===== config.mk =====
export PLATFORM = sky130hd
export DESIGN_NAME = ram_stream_writer
export DESIGN_NICKNAME = d
export VERILOG_FILES = /design/src/rtl/ram_stream_writer.sv
export SDC_FILE = /design/constraint.sdc
export NUM_CORES = 1
export LEC_CHECK = 0
export BUFFER_PORTS_ARGS = -buffer_cell sky130_fd_sc_hd__buf_4
export CAP_MARGIN = 20
export CORE_UTILIZATION = 39
export CTS_BUF_LIST = sky130_fd_sc_hd__clkbuf_8
export CTS_CLUSTER_SIZE = 20
export DETAILED_ROUTE_END_ITERATION = 10
export HOLD_SLACK_MARGIN = 0.08
export PLACE_DENSITY = 0.64
export SYNTH_ARGS = -nofsm -noshare
export SYNTH_HDL_FRONTEND = slang
export SYNTH_SLANG_ARGS = --single-unit

===== constraint.sdc =====
create_clock -name clock -period 3.39 [get_ports clock]
set_input_delay 0.1695 -clock clock [delete_from_list [all_inputs] [get_ports clock]]
set_output_delay 0.1695 -clock clock [all_outputs]
set_load 0.01 [all_outputs]

===== src/rtl/ram_stream_writer.sv =====
// Streams words into RAM port A from a base address, one registered write per accepted beat.
// Tracks word count and a modular checksum; supports abort and zero-length transfers.
module ram_stream_writer #(
   parameter int ADDR_WIDTH = 19,
   parameter int DATA_WIDTH = 8
) (
   input  logic                  clock,
   input  logic                  reset_n,
   input  logic                  start,
   input  logic [ADDR_WIDTH-1:0] base_addr,
   input  logic [ADDR_WIDTH:0]   length,
   input  logic                  abort,
   input  logic                  in_valid,
   input  logic [DATA_WIDTH-1:0] in_data,
   output logic                  in_ready,
   output logic [ADDR_WIDTH-1:0] ram_address,
   output logic [DATA_WIDTH-1:0] ram_data,
   output logic                  ram_wren,
   output logic                  busy,
   output logic                  done,
   output logic [ADDR_WIDTH:0]   words_written,
   output logic [DATA_WIDTH-1:0] checksum
);

   typedef enum logic [1:0] {IDLE, WRITE, FLUSH} state_t;

   localparam logic [ADDR_WIDTH:0] ONE = 1;

   state_t                state, state_nxt;
   logic [ADDR_WIDTH-1:0] base_q;
   logic [ADDR_WIDTH:0]   len_q;
   logic                  beat;
   logic                  last_beat;

   assign in_ready  = (state == WRITE) && !abort;
   assign beat      = in_valid && in_ready;
   // words_written never exceeds len_q, so the increment cannot overflow its width
   assign last_beat = beat && ((words_written + ONE) == len_q);
   assign busy      = (state != IDLE);

   always_comb begin
      state_nxt = state;
      unique case (state)
         IDLE:    if (start && (length != '0)) state_nxt = WRITE;
         WRITE:   if (abort) state_nxt = IDLE;
                  else if (last_beat) state_nxt = FLUSH;
         FLUSH:   state_nxt = IDLE;
         default: state_nxt = IDLE;
      endcase
   end

   always_ff @(posedge clock or negedge reset_n) begin
      if (!reset_n) state <= IDLE;
      else          state <= state_nxt;
   end

   always_ff @(posedge clock or negedge reset_n) begin
      if (!reset_n) begin
         base_q        <= '0;
         len_q         <= '0;
         ram_address   <= '0;
         ram_data      <= '0;
         ram_wren      <= 1'b0;
         done          <= 1'b0;
         words_written <= '0;
         checksum      <= '0;
      end else begin
         ram_wren <= beat;
         done     <= 1'b0;
         if (beat) begin
            // address wraps naturally by truncation to ADDR_WIDTH bits
            ram_address   <= base_q + words_written[ADDR_WIDTH-1:0];
            ram_data      <= in_data;
            words_written <= words_written + ONE;
            checksum      <= checksum + in_data;
         end
         if (state == IDLE && start) begin
            base_q        <= base_addr;
            len_q         <= length;
            words_written <= '0;
            checksum      <= '0;
            done          <= (length == '0);
         end
         if (state == FLUSH) done <= 1'b1;
      end
   end

endmodule


==> flow_metrics.py, run 1 <==
metrics = {
    "detailed_routing": {
        "drt_iter0_drc": 247,
        "drc": 0,
        "routed-via-count": 5087,
        "antenna_left": 0,
        "first_pass_iters": 5,
        "wl_mm": 14.99,
        "via_per_inst": 5.196,
        "wl_per_cell_um": 15.31,
    },
    "sta": {
        "clock_skew_ps": 11.23,
        "slew_violations": 0,
        "period_minus_slack_ps": 2992,
        "setup_viol": 0,
        "maxSlewHeadroom_pct": 58.14,
        "finalSetupTns_ps": 0,
        "max_freq_mhz": 334.3,
        "finalHoldViolations": 0,
        "min_period_over_period_pct": 88.25,
        "worst_pin_slew_ps": 625.6,
        "rsz0062_at_grt": "false",
    },
    "min_path": {
        "hold_class": "primary input to flip-flop",
    },
    "global_routing": {
        "track_usage_pct": 21.22,
        "grt_max_degree": 88,
        "grt_pass1_vias": 5058,
        "grt_overflow_total": 0,
        "grt_pass1_wl_mm": 24.30,
        "antenna_found_initial": 0,
    },
    "placed_design": {
        "dpl.hpwl_mm": 10.62,
        "gp_congestion": 0.8528,
        "port_buffers": 110,
    },
    "clock_tree": {
        "cts_tree": "done",
        "cts_buffers": 9,
        "clk_pin_slew_worst_paths_ps": 90,
        "clkSinkCount": 98,
        "insertion_delay_ps": 390,
        "clockBufferDepth": 2,
        "htree_num_levels": 3,
        "cts-root-buf": "clkbuf_8",
        "cts_resized": 0,
    },
    "floorplanning": {
        "coreArea_mm2": 0.01393,
        "die_x_um": 121.9,
        "fp-row-count": 43,
        "dieHeight_um": 121.9,
        "ios": 111,
        "dieArea_mm2": 0.01485,
        "start_util_pct": 40.21,
    },
    "synth": {
        "synth_area_leaders": "dfrtp_1 44%, nand2_1 13%, ha_1 5.8%, o21ai_0 5.2%, xnor2_1 4.5%",
        "synthFlopType": "dfrtp_1",
        "synthesis.area_mm2": 0.005603,
        "syn_avg_cell_area_um2": 8.673,
        "synth_fp_nets": 726,
        "yosysWarnings": 0,
        "synth_area_leader_cell": "dfrtp_1",
        "syn_inst": 646,
        "synth_top_cell_area_share_pct": 43.77,
        "async_reset_ff_share_pct": 100.0,
        "yosysSeqAreaShare_pct": 43.77,
        "synth_edf_count": 0,
        "synth.distinct_cells": 55,
        "synth_seq_cells": 98,
    },
    "setup_path": {
        "crit_required_ps": 3710,
        "cp_slowest_cell": "dfrtp_1",
        "path_cells": "ha_1 -> inv_1 -> fa_1 -> nand2b_1 -> a21oi_1 -> a2111oi_2 -> o31ai_2 -> a31oi_1 -> or4_1 -> nand3_1",
        "critPathTopFamily": "compound AO/OA/AOI/OAI gates",
        "cp_slowest_stage_delay_ps": 520,
        "cp_data_arrival_time_ps": 3310,
        "critPathKind": "flip-flop to flip-flop",
        "cp_num_buf_inv": 1,
        "start_kind": "flip-flop",
        "worstSetupEndpointType": "flip-flop",
        "critPathMaxFanout": 8,
    },
    "layout": {
        "final_common_cell": "nand2_1",
        "final_nets": 874,
        "multi_input_area_mm2": 0.002990,
        "fillers": 1285,
        "syn_to_final_growth_pct": 30.28,
        "final_cell_mix": "195 x nand2_1, 115 x buf_4, 98 x dfrtp_1, 58 x o21ai_0, 49 x dlygate4sd3_1",
        "antenna_cells": 0,
        "utilization_pct": 52.38,
        "drive_above_1_share_pct": 17.90,
        "regArea_mm2": 0.002452,
    },
    "pwr": {
        "p_leak_nw": 3.606,
        "pwr_density_cell_mw_per_mm2": 466.3,
        "worst_ir_drop_vdd_mv": 0.1793,
    },
    "run_status": {
        "run_status": "finished clean",
    },
    "flow_run": {
        "max-cap-violations": 0,
    },
}
worst min-delay path, delay by kind of cell:
kind	cells	cell delay, ps
buffers and inverters	2	150
AOI/OAI and AO/OA	1	160
sequential cells by signal, summed over array words and instances (netlist names):
register       count
len_q             20
words_written     20
base_q            19
ram_address       19
checksum           8
ram_data           8
state              2
done               1
ram_wren           1
power breakdown:
| group | internal [mW] | switching (mW) | total (mW) |
|---|---|---|---|
| combinational | 0.523 | 0.568 | 1.09 |
| sequential | 1.39 | 0.170 | 1.57 |
| clock | 0.333 | 0.414 | 0.747 |
through the flow:
| stage | setup WS [ps] | cell area (um^2) | total power, mW | std cells | hold slack (ps) |
|---|---|---|---|---|---|
| 6_report | 398.4 | 7300 | 3.404 | 979 | 124.7 |
| 5_1_grt | 249.3 | 7300 | 3.625 | 979 | 151.6 |
| 4_1_cts | 397.5 | 7272 | 3.438 | 978 | 109.4 |
| 3_5_place_dp | 470.7 | 6595 | 2.637 | 913 | 367.7 |
| 3_3_place_gp | 555.7 | 6595 | 2.590 | 913 | 362.2 |
| 2_1_floorplan | 715.5 | 5603 | 2.163 | 646 | -126.1 |
cell type report:
cell class	count	share of cell area [%]
inverter	17	0.8742
timing repair buffer	165	18.92
clock inverter	7	0.8570
sequential	98	33.60
multi-input combinational	503	40.97
clock buffer	9	1.697
tap	180	3.085
what timing repair did:
item,in CTS,in global routing
hold endpoints to repair,134,0
hold buffers,49,0
buffers inserted,0,0
kinds of logic after synthesis:
family | synth area share, %
adders and majority gates | 6.699
xor gates and xnor gates | 7.972
AOI/OAI and AO/OA | 13.67
buffers and inverters | 3.149
muxes | 0.5583
and+or+nand+nor | 24.19
DFF | 43.77
synthesized netlist by cell type, types with 3 or more instances:
master    instances
nor2_1           31
nand2_1         195
a21oi_1          17
a211oi_1          3
inv_1            17
clkbuf_1         20
buf_2             3
dfrtp_1          98
nor2b_1           3
o31ai_1           6
nor3b_1           5
nor4_4            4
buf_1             4
nand3_1          18
ha_1             26
a21o_1           10
and2_1            5
and3_1            3
a31oi_1           7
nand2b_1          3
xnor2_1          29
nor4_1            6
nand4_1           5
nor3_1            8
xor2_1           22
o41ai_1           4
o21ai_0          58
path summary, 6_finish.rpt:
| check | slack [ps] | endpoint | depth (start not counted) | startpoint |
|---|---|---|---|---|
| min reg2reg | 480 | ram_address[4] | 2 | ram_address[4] |
| min | 120 | ram_data[1] | 3 | in_data[1] |
| min in group asynchronous | 310 | ram_wren | 2 | reset_n |
| max | 400 | ram_address[18] | 10 | words_written[0] |
| max reg2reg | 400 | ram_address[18] | 10 | words_written[0] |
| max in group asynchronous | 2460 | len_q[1] | 3 | reset_n |
layer usage:
layer / share of wire [%] / vias to the layer above / GRT usage (%)
met1: 44 / 2426 / 26.27
met3: 5.0 / 20 / 4.073
li1: - / 2492 / -
met4: 1.9 / 0 / 8.025
met5: 0 / - / 0
met2: 49 / 149 / 36.41
No activity file was read; power rests on OpenSTA's default activity.
==> run 2, diff against run 1 <==
--- a/config.mk
+++ b/config.mk
@@ -12,7 +12,7 @@
 export CTS_CLUSTER_SIZE = 20
 export DETAILED_ROUTE_END_ITERATION = 10
 export HOLD_SLACK_MARGIN = 0.08
-export PLACE_DENSITY = 0.64
+export PLACE_DENSITY_LB_ADDON = 0.25
 export SYNTH_ARGS = -nofsm -noshare
 export SYNTH_HDL_FRONTEND = slang
 export SYNTH_SLANG_ARGS = --single-unit
==> run 2 against run 1 <==
Compared with the run above:
- critical path depth is the same
- highest routed layer unchanged
- largest power group unchanged
- first-iteration DRC count rose by 12%
- critical endpoint unchanged
- critical path type unchanged
- power grew 3.0%
- non-clock buffer count rose by 2
- routed wire length decreased by 0.91%
- die area stayed put
- worst hold slack lost 5.6 ps
==> flow_metrics.py, run 2 (same netlist as run 1, synthesis figures left out) <==
metrics = {
    "setup_path": {
        "path_cells": "ha_1 -> inv_1 -> fa_1 -> nand2b_1 -> a21oi_1 -> a2111oi_2 -> o31ai_2 -> a31oi_1 -> or4_1 -> nand3_1",
        "crit_required_ps": 3710,
        "reg2reg_setup_slack_ps": 380,
        "cp_slowest_stage_delay_ps": 500,
        "reg2reg_from": "words_written[0]",
        "cp_slowest_cell": "dfrtp_1",
        "critPathKind": "flip-flop to flip-flop",
        "worstSetupEndpointType": "flip-flop",
        "critPathMaxFanout": 8,
        "reg2reg_depth": 10,
        "startpoint": "words_written[0]",
        "cp_data_arrival_time_ps": 3340,
        "r2r-end": "ram_address[18]",
        "start_kind": "flip-flop",
    },
    "layout": {
        "final_common_cell": "nand2_1",
        "antenna_cells": 0,
        "final_cells": 981,
        "syn_to_final_growth_pct": 31.13,
        "fillers": 1267,
        "final_cell_mix": "195 x nand2_1, 117 x buf_4, 98 x dfrtp_1, 58 x o21ai_0, 49 x dlygate4sd3_1",
        "utilization_pct": 52.73,
        "final_nets": 876,
        "drive_above_1_share_pct": 18.23,
        "top_regs": "len_q x20, words_written x20",
    },
    "min_path": {
        "min_from": "in_valid",
        "hold_class": "primary input to flip-flop",
        "worstHoldPathCells": 3,
        "hold_path_end": "words_written[10]",
    },
    "floorplanning": {
        "fp-row-count": 43,
        "die_x_um": 121.9,
        "dieHeight_um": 121.9,
        "dieArea_mm2": 0.01485,
        "start_util_pct": 40.21,
        "ios": 111,
        "coreArea_mm2": 0.01393,
    },
    "global_routing": {
        "track_usage_pct": 20.78,
        "grt_pass1_vias": 4929,
        "grt_overflow_total": 0,
        "grt_max_degree": 84,
        "antenna_found_initial": 0,
        "grt_pass1_wl_mm": 23.97,
    },
    "sta": {
        "worst_pin_slew_ps": 631.5,
        "finalSetupTns_ps": 0,
        "finalHoldViolations": 0,
        "clock_skew_ps": 10.25,
        "maxSlewHeadroom_pct": 57.74,
        "rsz0062_at_grt": "false",
        "whs_ps": 119.2,
        "slew_violations": 0,
        "period_minus_slack_ps": 3012,
        "min_period_over_period_pct": 88.86,
        "setup_viol": 0,
        "max_freq_mhz": 332.0,
    },
    "placed_design": {
        "dpl.hpwl_mm": 10.39,
        "port_buffers": 110,
        "gp_congestion": 0.8529,
        "post-place-cells": 915,
    },
    "clock_tree": {
        "cts_tree": "done",
        "cts_buffers": 9,
        "insertion_delay_ps": 390,
        "clockBufferDepth": 2,
        "clkSinkCount": 98,
        "cts-root-buf": "clkbuf_8",
        "htree_num_levels": 3,
        "clk_pin_slew_worst_paths_ps": 100,
    },
    "pwr": {
        "fin_total_pwr_mw": 3.507,
        "p_leak_nw": 3.631,
        "worst_ir_drop_vdd_mv": 0.2003,
        "pwr_density_cell_mw_per_mm2": 477.3,
    },
    "detailed_routing": {
        "via_per_inst": 5.170,
        "drc": 0,
        "routed-via-count": 5072,
        "first_pass_iters": 6,
        "antenna_left": 0,
        "drt_iter0_drc": 277,
        "wl_per_cell_um": 15.14,
        "wl_mm": 14.85,
    },
    "run_status": {
        "run_status": "finished clean",
    },
    "flow_run": {
        "max-cap-violations": 0,
    },
}
==> run 2: per-layer routing <==
| metal | global-route usage, % | wire length, um | vias up |
|---|---|---|---|
| li1 | - | - | 2505 |
| met5 | 0 | 0 | - |
| met4 | 10.03 | 402 | 0 |
| met2 | 34.25 | 6895 | 132 |
| met1 | 26.68 | 6793 | 2407 |
| met3 | 2.996 | 760 | 28 |
==> run 2: how the worst max path moves through the flow <==
| stage | end | slack, ps | cells after the start |
|---|---|---|---|
| after floorplan | ram_address[18] | 720 | 10 |
| after global placement | ram_address[18] | 560 | 10 |
| after detailed placement | ram_address[18] | 430 | 10 |
| after CTS | ram_address[18] | 410 | 10 |
| after global routing | ram_address[18] | 220 | 10 |
| final | ram_address[18] | 380 | 10 |
==> run 2: worst max-delay path: cells and delay by family, from the launching register on <==
kind                       cells  cell delay (ps)
AOI/OAI and AO/OA              4              970
buffers and inverters          1               60
adders and majority gates      2              630
and+or+nand+nor                3              780
DFF                            1              500
==> run 2: per-stage QoR <==
step | setup WS [ps] | instance area, um^2
finish | 377.6 | 7347
CTS | 408.5 | 7320
detailed placement | 434.0 | 6610
global route | 223.6 | 7347
global placement | 555.8 | 6610
floorplan | 715.5 | 5603
==> run 2: cell type report <==
cell class / instances / area, um^2 / share of cell area [%]
Multi-Input combinational cell: 503 / 2990 / 40.70
Sequential cell: 98 / 2452 / 33.38
Timing Repair Buffer: 167 / 1396 / 19.01
Tap cell: 180 / 225.2 / 3.065
Clock buffer: 10 / 137.6 / 1.873
Clock inverter: 6 / 81.33 / 1.107
Inverter: 17 / 63.81 / 0.8685
==> run 2: power by group <==
group | internal (mW) | total (mW) | leakage (nW) | switching [mW]
Sequential | 1.39 | 1.56 | 1.26 | 0.167
Clock | 0.431 | 0.861 | 0.113 | 0.431
Combinational | 0.524 | 1.08 | 2.26 | 0.560
Total | 2.35 | 3.51 | 3.63 | 1.16
==> run 2: what timing repair did <==
| item | in CTS | in global routing |
|---|---|---|
| hold buffers | 49 | 0 |
| endpoints found under the hold margin | 130 | 0 |
| buffers inserted | 0 | 0 |
| gates resized for setup | 0 | 0 |
==> run 3, diff against run 2 <==
--- a/config.mk
+++ b/config.mk
@@ -6,7 +6,7 @@
 export NUM_CORES = 1
 export LEC_CHECK = 0
 export BUFFER_PORTS_ARGS = -buffer_cell sky130_fd_sc_hd__buf_4
-export CAP_MARGIN = 20
+export CORE_ASPECT_RATIO = 1.4
 export CORE_UTILIZATION = 39
 export CTS_BUF_LIST = sky130_fd_sc_hd__clkbuf_8
 export CTS_CLUSTER_SIZE = 20
==> run 3 against run 2 <==
Compared with the run above:
- utilization decreased by 0.35 points
- final cell count increased by 0.10%
- worst hold slack got worse by 32 ps
- first-iteration DRC count decreased by 44%
- non-clock buffer count decreased by 4
- clock power increased by 2.4%
- register-to-register slack improved by 40 ps
- count of clock-buffer cells in the layout increased by 1
- flip-flop and latch count unchanged
- critical path depth unchanged
- sequential share of layout area increased by 0.13 points
- worst setup slack improved by 44 ps
- critical endpoint unchanged
- largest cell class unchanged
- largest power group unchanged
==> flow_metrics.py, run 3 (same netlist as run 1, synthesis figures left out) <==
metrics = {
    "floorplanning": {
        "die_x_um": 103.3,
        "dieHeight_um": 143.8,
        "dieArea_mm2": 0.01486,
        "ios": 111,
        "fp-row-count": 51,
        "coreArea_mm2": 0.01397,
        "start_util_pct": 40.09,
    },
    "sta": {
        "clock_skew_ps": 11.25,
        "slew_violations": 0,
        "period_minus_slack_ps": 2969,
        "min_period_over_period_pct": 87.57,
        "worst_pin_slew_ps": 1112,
        "maxSlewHeadroom_pct": 25.87,
        "finalSetupTns_ps": 0,
        "setup_viol": 0,
        "finalHoldViolations": 0,
        "rsz0062_at_grt": "false",
        "max_freq_mhz": 336.8,
    },
    "clock_tree": {
        "cts_setup_buffers": 0,
        "clockBufferDepth": 2,
        "htree_num_levels": 3,
        "cts-root-buf": "clkbuf_8",
        "clkSinkCount": 98,
        "cts_buffers": 9,
        "clk_pin_slew_worst_paths_ps": 90,
        "insertion_delay_ps": 380,
        "cts_tree": "done",
    },
    "detailed_routing": {
        "wl_per_cell_um": 14.48,
        "via_per_inst": 5.128,
        "drt_iter0_drc": 155,
        "drc": 0,
        "wl_mm": 14.22,
        "routed-via-count": 5036,
        "antenna_left": 0,
        "first_pass_iters": 7,
    },
    "layout": {
        "final_nets": 872,
        "final_cell_mix": "195 x nand2_1, 115 x buf_4, 98 x dfrtp_1, 58 x o21ai_0, 48 x dlygate4sd3_1",
        "final_common_cell": "nand2_1",
        "multi_input_area_mm2": 0.002990,
        "top_regs": "len_q x20, words_written x20",
        "drive_above_1_share_pct": 18.07,
        "fillers": 1296,
        "regArea_mm2": 0.002452,
        "syn_to_final_growth_pct": 30.64,
        "antenna_cells": 0,
        "final_cells": 982,
    },
    "run_status": {
        "run_status": "finished clean",
    },
    "placed_design": {
        "port_buffers": 110,
        "dpl.hpwl_mm": 10.21,
        "gp_congestion": 0.8531,
        "post-place-cells": 918,
    },
    "pwr": {
        "worst_ir_drop_vdd_mv": 0.2123,
        "pwr_density_cell_mw_per_mm2": 479.6,
        "p_leak_nw": 3.612,
    },
    "setup_path": {
        "critPathTopFamily": "compound AO/OA/AOI/OAI gates",
        "worstSetupEndpointType": "flip-flop",
        "cp_slowest_cell": "dfrtp_1",
        "crit_required_ps": 3710,
        "cp_num_buf_inv": 1,
        "path_cells": "ha_1 -> inv_1 -> fa_1 -> nand2b_1 -> a21oi_1 -> a2111oi_2 -> o31ai_2 -> a31oi_1 -> or4_1 -> nand3_1",
        "start_kind": "flip-flop",
        "cp_data_arrival_time_ps": 3290,
        "cp_slowest_stage_delay_ps": 500,
        "critPathKind": "flip-flop to flip-flop",
        "reg2reg_setup_slack_ps": 420,
        "critPathMaxFanout": 8,
    },
    "global_routing": {
        "grt_overflow_total": 0,
        "grt_pass1_wl_mm": 23.64,
        "track_usage_pct": 20.59,
        "grt_pass1_vias": 5023,
        "grt_max_degree": 90,
        "antenna_found_initial": 0,
    },
    "flow_run": {
        "max-cap-violations": 0,
    },
    "min_path": {
        "hold_class": "primary input to flip-flop",
    },
}
## run 3: cell types whose count changed in the layout (fill, tap and decap cells not counted)
cell / previous run / this run
clkinv_4: 0 / 3
buf_4: 117 / 115
clkinv_2: 2 / 0
buf_16: 1 / 0
clkbuf_8: 10 / 11
clkinvlp_4: 1 / 0
dlygate4sd3_1: 49 / 48
inv_1: 18 / 17
## run 3: per-stage QoR
stage	utilization, %	hold slack, ps	area, um^2	worst slack, ps	power [mW]
after global placement	47.24	364.6	6601	539.8	2.589
after global routing	52.38	106.6	7320	257.3	3.758
after floorplan	-	-126.1	5603	715.5	2.163
final	52.38	87.02	7320	421.2	3.510
after CTS	52.38	80.69	7320	421.3	3.554
after detailed placement	47.24	365.4	6601	439.8	2.623
## run 3: worst register-to-register path, cell delays in order (launching register included)
cell and delay (ps):
dfrtp_1 500, ha_1 240, inv_1 60, fa_1 410
nand2b_1 180, a21oi_1 220, a2111oi_2 120, o31ai_2 400
a31oi_1 200, or4_1 500, nand3_1 90
## run 3: cell type report
cell class,count,share of cell area [%]
multi-input cells,503,40.85
inverters,17,0.8718
flip-flops and latches,98,33.50
clock inverters,5,1.179
well taps,185,3.162
clock buffers,11,2.068
repair buffers,163,18.36
## run 3: routing by layer
| layer | vias up | global-route usage, % | share of wire (%) |
|---|---|---|---|
| met5 | - | 0 | 0 |
| met4 | 0 | 9.933 | 2.9 |
| met3 | 28 | 1.994 | 3.4 |
| met2 | 149 | 36.63 | 51 |
| met1 | 2356 | 24.47 | 43 |
| li1 | 2503 | - | - |
## run 3: power by group
part	switching [mW]	internal, mW
Sequential	0.163	1.39
Combinational	0.553	0.518
Clock	0.422	0.460
## run 3: timing repair
item	4_1_cts	5_1_grt
hold buffers	48	0
gates resized for setup	0	0
hold endpoints to repair	135	0
## run 3: worst paths after layout
kind                                  start                end  cells after the start
hold / removal                        abort           state[0]                      4
min in group asynchronous           reset_n        ram_data[6]                      2
max in group asynchronous           reset_n  words_written[18]                      3
setup reg to reg           words_written[0]    ram_address[18]                     10
setup / recovery           words_written[0]    ram_address[18]                     10
hold reg to reg              ram_address[4]     ram_address[4]                      2
